File: src/rtl/dram_cycle_sequencer.sv
// VG8020 main-RAM DRAM sequencer: turns synchronised Z80 bus strobes into
// registered nRAS / address-mux / nCAS / nWE timing, plus RAS-only refresh.
module dram_cycle_sequencer #(
  parameter int RAS_TO_MUX = 1,
  parameter int MUX_TO_CAS = 1,
  parameter int REF_MIN    = 2,
  parameter int PRECHARGE  = 2
) (
  input  logic clk,
  input  logic nreset,
  input  logic nmreqd,
  input  logic nrdd,
  input  logic nwrd,
  input  logic nrfshd,
  input  logic ram_sel,
  output logic nras,
  output logic mux,
  output logic ncas,
  output logic nwe,
  output logic busy
);

  localparam int MAX_A = (RAS_TO_MUX > MUX_TO_CAS) ? RAS_TO_MUX : MUX_TO_CAS;
  localparam int MAX_B = (REF_MIN > PRECHARGE) ? REF_MIN : PRECHARGE;
  localparam int MAX_P = (MAX_A > MAX_B) ? MAX_A : MAX_B;
  localparam int CW    = $clog2(MAX_P + 1);

  localparam logic [CW-1:0] RTM_LAST = CW'(RAS_TO_MUX - 1);
  localparam logic [CW-1:0] MTC_LAST = CW'(MUX_TO_CAS - 1);
  localparam logic [CW-1:0] REF_LAST = CW'(REF_MIN - 1);
  localparam logic [CW-1:0] PRE_LAST = CW'(PRECHARGE - 1);

  typedef enum logic [2:0] {
    IDLE,
    ROW,
    COL,
    CAS,
    REFRESH,
    PRECHG
  } state_t;

  state_t        state, state_nx;
  logic [CW-1:0] cnt, cnt_nx;
  logic          armed, armed_nx;
  logic          wr_cyc, wr_cyc_nx;
  logic          go_idle;
  logic          can_start;
  logic          nras_nx, mux_nx, ncas_nx, nwe_nx, busy_nx;

  assign can_start = armed && !nmreqd;

  // Next-state logic; the pin values are decoded from the next state so they
  // leave the flops on the same edge as the state change.
  always_comb begin
    state_nx  = state;
    cnt_nx    = cnt;
    wr_cyc_nx = wr_cyc;
    armed_nx  = nmreqd ? 1'b1 : armed;
    go_idle   = 1'b0;

    case (state)
      IDLE: go_idle = 1'b1;
      ROW: begin
        if (nmreqd) begin
          state_nx = PRECHG;
          cnt_nx   = '0;
        end else if (cnt == RTM_LAST) begin
          state_nx = COL;
          cnt_nx   = '0;
        end else begin
          cnt_nx = cnt + CW'(1);
        end
      end
      COL: begin
        if (nmreqd) begin
          state_nx = PRECHG;
          cnt_nx   = '0;
        end else if (cnt != MTC_LAST) begin
          cnt_nx = cnt + CW'(1);
        end else if (!nrdd) begin
          state_nx  = CAS;
          wr_cyc_nx = 1'b0;
        end else if (!nwrd) begin
          state_nx  = CAS;
          wr_cyc_nx = 1'b1;
        end
      end
      CAS: begin
        if (nmreqd) begin
          state_nx = PRECHG;
          cnt_nx   = '0;
        end
      end
      REFRESH: begin
        if (cnt != REF_LAST) begin
          cnt_nx = cnt + CW'(1);
        end else if (nmreqd) begin
          state_nx = PRECHG;
          cnt_nx   = '0;
        end
      end
      PRECHG: begin
        if (cnt == PRE_LAST) go_idle = 1'b1;
        else cnt_nx = cnt + CW'(1);
      end
      default: state_nx = IDLE;
    endcase

    // A request held over from precharge starts on the IDLE-entry edge itself.
    if (go_idle) begin
      state_nx = IDLE;
      cnt_nx   = '0;
      if (can_start && !nrfshd) begin
        state_nx = REFRESH;
        armed_nx = 1'b0;
      end else if (can_start && ram_sel) begin
        state_nx = ROW;
        armed_nx = 1'b0;
      end
    end

    nras_nx = !(state_nx inside {ROW, COL, CAS, REFRESH});
    mux_nx  = state_nx inside {COL, CAS};
    ncas_nx = (state_nx != CAS);
    nwe_nx  = !((state_nx == CAS) && wr_cyc_nx);
    busy_nx = (state_nx != IDLE);
  end

  always_ff @(posedge clk or negedge nreset) begin
    if (!nreset) begin
      state  <= IDLE;
      cnt    <= '0;
      armed  <= 1'b1;
      wr_cyc <= 1'b0;
      nras   <= 1'b1;
      mux    <= 1'b0;
      ncas   <= 1'b1;
      nwe    <= 1'b1;
      busy   <= 1'b0;
    end else begin
      state  <= state_nx;
      cnt    <= cnt_nx;
      armed  <= armed_nx;
      wr_cyc <= wr_cyc_nx;
      nras   <= nras_nx;
      mux    <= mux_nx;
      ncas   <= ncas_nx;
      nwe    <= nwe_nx;
      busy   <= busy_nx;
    end
  end

endmodule

File: config.mk
export PLATFORM = sky130hd
export DESIGN_NAME = dram_cycle_sequencer
export DESIGN_NICKNAME = d
export VERILOG_FILES = /design/src/rtl/dram_cycle_sequencer.sv
export SDC_FILE = /design/constraint.sdc
export NUM_CORES = 1
export LEC_CHECK = 0
export CAP_MARGIN = 20
export CORE_MARGIN = 2
export CORE_UTILIZATION = 30
export CTS_CLUSTER_DIAMETER = 80
export DETAILED_ROUTE_END_ITERATION = 10
export GPL_ROUTABILITY_DRIVEN = 0
export GPL_TIMING_DRIVEN = 0
export PLACE_DENSITY_LB_ADDON = 0.25
export SLEW_MARGIN = 20
export SYNTH_ARGS = -nofsm -noshare
export SYNTH_HDL_FRONTEND = slang
export SYNTH_SLANG_ARGS = --single-unit
File: constraint.sdc
create_clock -name clk -period 1.6 [get_ports clk]
set_input_delay 0.32 -clock clk [delete_from_list [all_inputs] [get_ports clk]]
set_output_delay 0.32 -clock clk [all_outputs]
set_load 0.005 [all_outputs]
==> run metrics <==
initial antenna violation count=0; Req. time, crit path=1.76 ns; hold buffer count at cts=0; first-pass GRT wire length=2.85 mm; die span in y=54.2 um; Total GRT Usage=13.8%; wire length per cell=around 13 um; Core Rows=18; leak pwr=0.439 nW; compound-gate portion of the synthesized area=21.2%; fmax=0.595 GHz; Synth Area in XOR/XNOR=1.16%; outcome=finished, violations left; DRT Pass-1 Iters=4; Core Util, Final=43.7%; core area=roughly 2400 sq um; Ports=12; HPWL Detailed=1.18 mm; Final WS setup=-0.0800 ns; startpoint types=register; simple-gate portion of the synthesized area=slightly below 20%; Seq cells post-synth=12; Clk pwr share=a little under an eighth; drt total wl=1.68 mm; Setup CP Type=reg2reg; PwrDens=1930 nW/um^2; Synth area leader=dfrtp_1; Post-synth EDFFs=0; Mapped Nets=93; Worst EP arrival=1.84 ns; R2R depth=6; max_slew headroom=63.2%; vias post-DR=between 600 and 700; drc violations=0; Crit Path Max Fanout=3; Mapped Cells=just over 80; share of the synthesized area in the top cell type=between 20% and 30%; largest family of logic cells by synthesized area=compound AO/OA/AOI/OAI gates; violated checks=negative setup slack; Setup crit end kind=register; Final Critical Period=1.68 ns; unrepaired setup endpoints after global routing=yes; Net Switching=~800 uW; synthesized area per cell=approximately 9.1 sq um; Root Buffer=clkbuf_4; maximum vdd drop=0.00102 V; Antenna diodes=0; Synth Warn #=0; mux contribution to synthesized area=4.15%; layout cell share with drive strength beyond 1=37.9%; ANT nets after route=0; CTS Sinks=12; CTS tree=built; clk slew on worst S/H paths=0.08 ns; sequential share of power=26.2%; H-tree levels=1; Hold Fails Final Rpt=0; total grt overflow=0; vias per cell=approximately 5.1; setup TNS=-0.0800 ns; Synth area leaders=dfrtp_1 (27%), dfstp_2 (14%), o21ai_0 (5.3%), ha_1 (5.0%), nand3_1 (4.0%); die width=54.2 um; HP Class=in2async; Die ar.=2930 sq um; internal power=1.23 mW; MaxCap Viol Count=0; worst skew pair latency=0.27 ns; nets@finish=roughly 110; Post-Layout Cell Count=133; Combinational Power Share=between 60% and 70%; vias in the first global route=653; Commonest cells post-synth=dfrtp_1 (8), o21ai_0 (8), nand2_1 (7); Sw Share=39.7%; Final Skew=between 0.002 and 0.0025 ns; Syn-to-layout area delta=40.8%; Initial Util=31.0%; adder-cell share of the synthesized area=6.30%; final-report max-slew violation count=0; total CTS buffers=3; I/O Buffers=10; dpl cells=between 100 and 150; period utilization=105%; post-synthesis sequential area ratio=40.5%; pin slew with the least headroom to its limit=between 0.5 and 0.6 ns; Top FF cell, synth=dfrtp_1; fill cell count=roughly 260; Synth async-reset ratio=100%; largest net degree at the start of global routing=13; initial DRC count=19; endpoints failing setup=1; Clock Path Buffers=2; Mapped Area=between 700 and 800 sq um; Synth cell types=34
## final cells by class
| type | count | area, sq um | area share [%] |
|---|---|---|---|
| buffer | 4 | 21.3 | 2.00 |
| clock buffer | 4 | 36.3 | 3.42 |
| inverter | 6 | 22.5 | 2.12 |
| multi-input combinational | 59 | 468 | 44.1 |
| sequential | 12 | 308 | 29.0 |
| tap | 30 | 37.5 | 3.53 |
| timing repair buffer | 18 | 169 | 15.9 |
## sequential cells by signal (all words and copies together), names as in the netlist
signal and flops:
armed 1, nras 1, ncas 1, nwe 1
state 3, busy 1, wr_cyc 1, mux 1
cnt 2
## logic make-up (layout without fill, tap and decap cells)
| group | after synthesis | after routing |
|---|---|---|
| XOR/XNOR | 1 | 1 |
| flip-flops | 12 | 12 |
| AO/OA/AOI/OAI | 22 | 22 |
| adder cells (fa/ha/maj) | 4 | 4 |
| multiplexers | 3 | 3 |
| buffers and inverters | 12 | 32 |
| AND/OR/NAND/NOR | 29 | 29 |
## metal layers
layer | vias to the layer above | global-route usage [%] | part of all wire (%)
met1 | 319 | 17.1 | 48
met3 | 2 | 6.11 | 5.9
met5 | - | 0 | 0
met2 | 14 | 21.7 | 46
li1 | 340 | - | -
met4 | 0 | 3.75 | 0.54
## repair_timing
item                                    4_1_cts  5_1_grt
buffers inserted                              6        2
pin swaps                                     4        5
endpoints found under the setup margin        9        8
gates resized for setup                      14       14
## per-stage QoR
stage               hold WS, ns  total power [mW]  setup WS, ns  instance area, sq um
floorplan                0.0244              1.24        -0.101                   754
global placement          0.487              1.48        -0.258                   892
detailed placement        0.505              1.50        -0.283                   892
CTS                       0.419              1.93        -0.110                  1010
global route              0.423              2.22        -0.164                  1060
finish                    0.397              2.05       -0.0800                  1060
## worst max-delay path: stages, from the launching register on
cell and delay, ns:
dfrtp_1 0.43, or3_4 0.41, o31ai_4 0.08, buf_4 0.16, mux2i_1 0.18, inv_1 0.09
or2_1 0.22
## worst paths after layout
path | to | slack, ns | from
setup reg to reg | busy | -0.08 | state[1]
hold / removal | wr_cyc | 0.40 | nreset
min in group clk | armed | 0.45 | nmreqd
hold reg to reg | armed | 0.52 | armed
setup / recovery | busy | -0.08 | state[1]
max in group asynchronous | cnt[0] | 0.81 | nreset
## power groups by stage
stage / Combinational (mW) / Sequential [mW] / Clock, mW
floorplan: 0.737 / 0.504 / 0
global placement: 0.973 / 0.508 / 0
detailed placement: 0.991 / 0.514 / 0
CTS: 1.18 / 0.500 / 0.249
global route: 1.41 / 0.549 / 0.268
finish: 1.27 / 0.535 / 0.241
## placed cells by master (no fill, tap or decap), types with 2 or more instances in the layout
master           n
o21ai_0          7
clkdlybuf4s50_1  7
buf_4            7
dfrtp_1          6
inv_1            5
nand3_1          5
nand2_1          5
clkbuf_4         4
dfstp_2          4
nor2_1           3
dlygate4sd2_1    3
clkbuf_2         2
nor3_2           2
nand2_4          2
nor2_2           2
a21oi_1          2
o21ai_2          2
mux2i_1          2
nor3_1           2
dfrtp_2          2
(Power assumes the default switching activity.)
